===== src/rtl/exec_sequencer.sv =====
// exec_sequencer: multi-cycle FETCH/DECODE/EXEC/MEM/WB control FSM for the single-issue MIPS core
module exec_sequencer #(
  parameter int MEM_TIMEOUT = 15
) (
  input  logic       i_clk,
  input  logic       i_rst,
  input  logic [5:0] i_opcode,
  input  logic       i_imem_ack,
  input  logic       i_dmem_ack,
  output logic       o_imem_req,
  output logic       o_ir_we,
  output logic       o_pc_we,
  output logic       o_ALUSrc,
  output logic [5:0] o_ALUop,
  output logic       o_jump,
  output logic       o_beq,
  output logic       o_bne,
  output logic       o_extOp,
  output logic       o_dmem_req,
  output logic       o_dmem_we,
  output logic       o_reg_we,
  output logic       o_regdst,
  output logic       o_memtoreg,
  output logic [2:0] o_state,
  output logic       o_err
);
  typedef enum logic [2:0] {
    FETCH  = 3'd0,
    DECODE = 3'd1,
    EXEC   = 3'd2,
    MEM    = 3'd3,
    WB     = 3'd4,
    HALT   = 3'd5
  } state_e;
  typedef struct packed {
    logic       alusrc;
    logic [5:0] aluop;
    logic       jump;
    logic       beq;
    logic       bne;
    logic       extop;
    logic       regdst;
    logic       memtoreg;
  } ctl_t;
  state_e     state_q, state_d;
  ctl_t       ctl_q, ctl_d, dec;
  logic [5:0] opc_q, opc_d;
  logic [7:0] cnt_q, cnt_d;
  logic       err_q, err_d;
  logic       d_r, d_addi, d_slti, d_andi, d_ori, d_lw, d_sw, d_beq, d_bne, d_j, d_legal;
  logic       is_lw, is_sw, is_br, ack, waiting, timeout;
  always_comb begin
    d_r     = i_opcode == 6'b000000;
    d_addi  = i_opcode == 6'b001000;
    d_slti  = i_opcode == 6'b001010;
    d_andi  = i_opcode == 6'b001100;
    d_ori   = i_opcode == 6'b001101;
    d_lw    = i_opcode == 6'b100011;
    d_sw    = i_opcode == 6'b101011;
    d_beq   = i_opcode == 6'b000100;
    d_bne   = i_opcode == 6'b000101;
    d_j     = i_opcode == 6'b000010;
    d_legal = d_r | d_addi | d_slti | d_andi | d_ori | d_lw | d_sw | d_beq | d_bne | d_j;
    dec.alusrc   = d_addi | d_slti | d_andi | d_ori | d_lw | d_sw;
    dec.aluop    = (d_lw | d_sw) ? 6'b001000 : (d_legal && !d_j) ? i_opcode : 6'b000000;
    dec.jump     = d_j;
    dec.beq      = d_beq;
    dec.bne      = d_bne;
    dec.extop    = d_addi | d_slti | d_lw | d_sw | d_beq | d_bne;
    dec.regdst   = d_r;
    dec.memtoreg = d_lw;
  end
  // One timeout counter serves both memory waits; it idles at zero outside FETCH/MEM.
  always_comb begin
    is_lw   = opc_q == 6'b100011;
    is_sw   = opc_q == 6'b101011;
    is_br   = ctl_q.jump | ctl_q.beq | ctl_q.bne;
    ack     = (state_q == FETCH) ? i_imem_ack : i_dmem_ack;
    waiting = state_q == FETCH || state_q == MEM;
    timeout = waiting && !ack && cnt_q == 8'(MEM_TIMEOUT);
    cnt_d   = (waiting && !ack) ? cnt_q + 8'd1 : 8'd0;
    state_d = state_q;
    case (state_q)
      FETCH:   state_d = ack ? DECODE : timeout ? HALT : FETCH;
      DECODE:  state_d = d_legal ? EXEC : HALT;
      EXEC:    state_d = is_br ? FETCH : (is_lw | is_sw) ? MEM : WB;
      MEM:     state_d = ack ? (is_sw ? FETCH : WB) : timeout ? HALT : MEM;
      WB:      state_d = FETCH;
      default: state_d = HALT;
    endcase
    opc_d = (state_q == DECODE) ? i_opcode : opc_q;
    ctl_d = (state_q == DECODE && d_legal) ? dec : (state_d == FETCH || state_d == HALT) ? '0 : ctl_q;
    err_d = err_q | (state_d == HALT);
  end
  // Strobes are gated by reset so an aborted instruction never commits anything.
  always_comb begin
    o_imem_req = !i_rst && state_q == FETCH;
    o_ir_we    = !i_rst && state_q == FETCH && i_imem_ack;
    o_pc_we    = !i_rst && ((state_q == EXEC && is_br) || (state_q == MEM && i_dmem_ack && is_sw) || state_q == WB);
    o_dmem_req = !i_rst && state_q == MEM;
    o_dmem_we  = !i_rst && state_q == MEM && is_sw;
    o_reg_we   = !i_rst && state_q == WB;
    o_ALUSrc   = ctl_q.alusrc;
    o_ALUop    = ctl_q.aluop;
    o_jump     = ctl_q.jump;
    o_beq      = ctl_q.beq;
    o_bne      = ctl_q.bne;
    o_extOp    = ctl_q.extop;
    o_regdst   = ctl_q.regdst;
    o_memtoreg = ctl_q.memtoreg;
    o_state    = state_q;
    o_err      = err_q;
  end
  always_ff @(posedge i_clk) begin
    if (i_rst) begin
      state_q <= FETCH;
      ctl_q   <= '0;
      opc_q   <= '0;
      cnt_q   <= '0;
      err_q   <= 1'b0;
    end else begin
      state_q <= state_d;
      ctl_q   <= ctl_d;
      opc_q   <= opc_d;
      cnt_q   <= cnt_d;
      err_q   <= err_d;
    end
  end
endmodule


===== config.mk =====
export PLATFORM = sky130hd
export DESIGN_NAME = exec_sequencer
export DESIGN_NICKNAME = d
export VERILOG_FILES = /design/src/rtl/exec_sequencer.sv
export SDC_FILE = /design/constraint.sdc
export NUM_CORES = 1
export LEC_CHECK = 0
export CELL_PAD_IN_SITES_DETAIL_PLACEMENT = 1
export CELL_PAD_IN_SITES_GLOBAL_PLACEMENT = 1
export CORE_MARGIN = 8
export CORE_UTILIZATION = 40
export DETAILED_ROUTE_END_ITERATION = 10
export HOLD_SLACK_MARGIN = 0.02
export MAX_ROUTING_LAYER = met4
export PLACE_DENSITY = 0.87
export SLEW_MARGIN = 20
export SYNTH_ARGS = -nofsm -noshare
export SYNTH_HDL_FRONTEND = slang
export SYNTH_SLANG_ARGS = --single-unit

===== constraint.sdc =====
create_clock -name i_clk -period 5.25 [get_ports i_clk]
set_input_delay 1.05 -clock i_clk [delete_from_list [all_inputs] [get_ports i_clk]]
set_output_delay 1.05 -clock i_clk [all_outputs]
set_load 0.03 [all_outputs]

==> Implementation_results.wiki <==
{| class="wikitable"
! Metric !! Value
|-
| Proportion of synthesized chip area in sequential cells || 39.6%
|-
| Count of cell types in the netlist || 47
|-
| Overflow after GRT || 0
|-
| Wire length of the first global-routing pass || 7.02 mm
|-
| Worst hold slack across all endpoints || 0.449 ns
|-
| Clock tree from TritonCTS || done
|-
| IR Drop Worst-Case VDD || 0.139 mV
|-
| Area overhead of the layout relative to synthesis || 26.4%
|-
| Routed WL per cell || 15.4 µm
|-
| Global-route total usage across every layer || 14.2%
|-
| Critical path data required time || 4.20 ns
|-
| Number of warnings reported in the yosys synthesis log || 0
|-
| Ranking of synthesized cells by area || dfxtp_1, nor2_1, nand2_1
|-
| Die Span Y || 78.6 µm
|-
| Std-Cell Core Area || 3720 µm²
|-
| X dimension of the die || 78.6 µm
|-
| F_max || 0.261 GHz
|-
| Final critical-path required period || 3.84 ns
|-
| Run status || finished, final reports clean
|-
| Synth Register Bits || 31
|-
| Clock-pin slew of the registers on the worst-case setup and hold paths || 0.07 ns
|-
| H-tree levels || 2
|-
| Vias after detailed routing || 1394
|-
| Layout Nets || 225
|-
| Power density over the cells || 279 nW/µm²
|-
| Overall die area || 6170 µm²
|-
| Last weighted congestion value of the routability-driven placer || 0.874
|-
| Top cell type by total area after synthesis || dfxtp_1
|-
| Layout cells sized above 1 || 10.2%
|-
| Cts repair resizes || 0
|-
| Clock root cell || clkbuf_8
|-
| Period utilization || 73.1%
|-
| Antenna violations before repair || 0
|-
| Maximum buffer depth of the clock tree || 2
|-
| Proportion of register bits with asynchronous set or reset after synthesis || 0%
|-
| Port bufs || 32
|-
| Category of the worst setup path capture point || primary output
|-
| Hold buffer count at CTS || 0
|-
| Element type at the critical path start || input port
|-
| Max-cap viol count || 0
|-
| # rows || 22
|-
| I/O pin total || 33
|-
| Slew at the pin closest to its max-slew limit || 0.757 ns
|-
| DP HPWL || 3.12 mm
|-
| First-pass detailed-route iteration total || 4
|-
| Type of the tightest min-delay check || register to register
|-
| Syn Std Cell Area || 1570 µm²
|-
| Ranking of synthesized cells by instance count || dfxtp_1, nor2_1, nand2_1
|-
| Effective utilization at floorplan || 42.2%
|-
| Via count of the first global-routing pass || 1564
|-
| Fraction of synthesized cell area taken by the top area cell type || 39.6%
|-
| Top-count cell post-synth || dfxtp_1
|-
| Pre-CTS setup slack || 1.39 ns
|-
| Drc violations || 0
|-
| Insertion delay of the later-clocked pin in the worst-skew pair || 0.28 ns
|-
| Leakage power total || 0.656 nW
|-
| Clock Sink Count || 31
|-
| Number of enable-type register cells in the synthesized netlist || 0
|-
| Via-to-Cell Ratio || 5.30
|-
| Gate count after technology mapping || 185
|-
| Mean post-synth cell area || 8.47 µm²
|-
| Arrival @ worst endpoint || 2.79 ns
|-
| Net Count, Synth || 196
|-
| Crit Path Max Fanout || 4
|-
| Count of antenna-violating nets left after detailed routing || 0
|-
| Setup clock skew after layout || 0.00755 ns
|-
| Worst slew margin || 49.4%
|-
| Fin. max-slew vios || 0
|-
| Hold violation count in the final report || 0
|-
| Accumulated negative setup slack || 0 ns
|-
| Critical path class || input port to primary output
|-
| Number of DRC markers in iteration 0 || 70
|-
| Antenna Diode Count || 0
|-
| Maximum number of pins on one net before global-route repair || 31
|-
| Number of setup violations in the final report || 0
|-
| Worst path setup slack after routing || 1.41 ns
|-
| Clock buffer count from CTS || 5
|-
| Post-CTS repair timing setup buffer count || 0
|-
| Setup repair after global routing missed its margin || false
|-
| Leading register cell type out of synthesis || dfxtp_1
|-
| Routed wire length || 4.06 mm
|}
[power by group]
| part | internal [W] | switching, W |
|---|---|---|
| clock | 0.0000920 | 0.0000898 |
| combinational | 0.0000452 | 0.0000686 |
| sequential | 0.000244 | 0.0000120 |
| total | 0.000381 | 0.000170 |
[logic make-up (layout without fill, tap and decap cells)]
logic type / Yosys count / in the layout / synth area share (%)
flops: 31 / 31 / 39.6
compound gates: 34 / 34 / 16.3
simple gates: 96 / 96 / 33.4
xor+xnor: 6 / 6 / 3.36
mux: 2 / 2 / 1.52
buf+inv: 15 / 45 / 5.03
fa+ha+maj: 1 / 1 / 0.799
[through the flow]
step	area (µm²)	utilization, %	total power, W	cells
floorplan	1570	-	0.000342	185
global placement	1890	50.9	0.000371	255
detailed placement	1890	50.9	0.000376	255
CTS	1980	53.3	0.000560	263
global route	1980	53.3	0.000581	263
finish	1980	53.3	0.000552	263
[layer usage]
layer	GRT usage [%]	wire length (µm)
met5	-	0
met4	3.70	10
met3	3.64	136
met2	26.0	2180
met1	14.6	1730
[area by class of cell]
class / instances / area, µm²
Fill cell: 459 / 1740
Multi-Input combinational cell: 139 / 867
Sequential cell: 31 / 621
Timing Repair Buffer: 33 / 328
Clock buffer: 5 / 68.8
Tap cell: 48 / 60.1
Clock inverter: 3 / 20.0
Inverter: 4 / 15.0
[final timing paths]
check                   startpoint  cells past startpoint  slack (ns)                 endpoint
max                     i_dmem_ack                      5        1.41                  o_pc_we
min            cnt_q[0]$_SDFF_PP0_                      1        0.45      cnt_q[0]$_SDFF_PP0_
max reg2reg  o_state[0]$_SDFF_PP0_                      5        2.81  o_ALUop[1]$_SDFFE_PP0P_
min reg2reg    cnt_q[0]$_SDFF_PP0_                      1        0.45      cnt_q[0]$_SDFF_PP0_
[worst max-delay path, cell delays in order]
cell	delay (ns)
clkdlybuf4s50_1	0.55
nand2_1	0.09
o32a_1	0.33
nor2_1	0.09
clkdlybuf4s50_1	0.68
[placed cells by master (no fill, tap or decap), drive strengths merged, types with 2 or more instances in the layout]
cell type,synthesis,routed
mux2i,2,2
nand2b,10,10
clkinvlp,0,2
nor4b,2,2
clkbuf,4,5
nor2,25,25
dfxtp,31,31
or3,3,3
and3,2,2
o21ai,13,13
nand3,8,8
xnor2,3,3
or3b,2,2
and2,2,2
nor3,7,7
inv,4,4
nand2,23,23
nor2b,2,2
nor4,4,4
nor3b,3,3
clkdlybuf4s50,0,32
a21oi,12,12
xor2,3,3
o32ai,3,3
[registers in the layout, indices dropped and copies added, names as in the netlist, 3 cells and up]
| register | count |
|---|---|
| opc_q | 6 |
| o_state | 3 |
| cnt_q | 8 |
| o_ALUop | 6 |
Note: power is estimated with default switching activity, not from simulation.
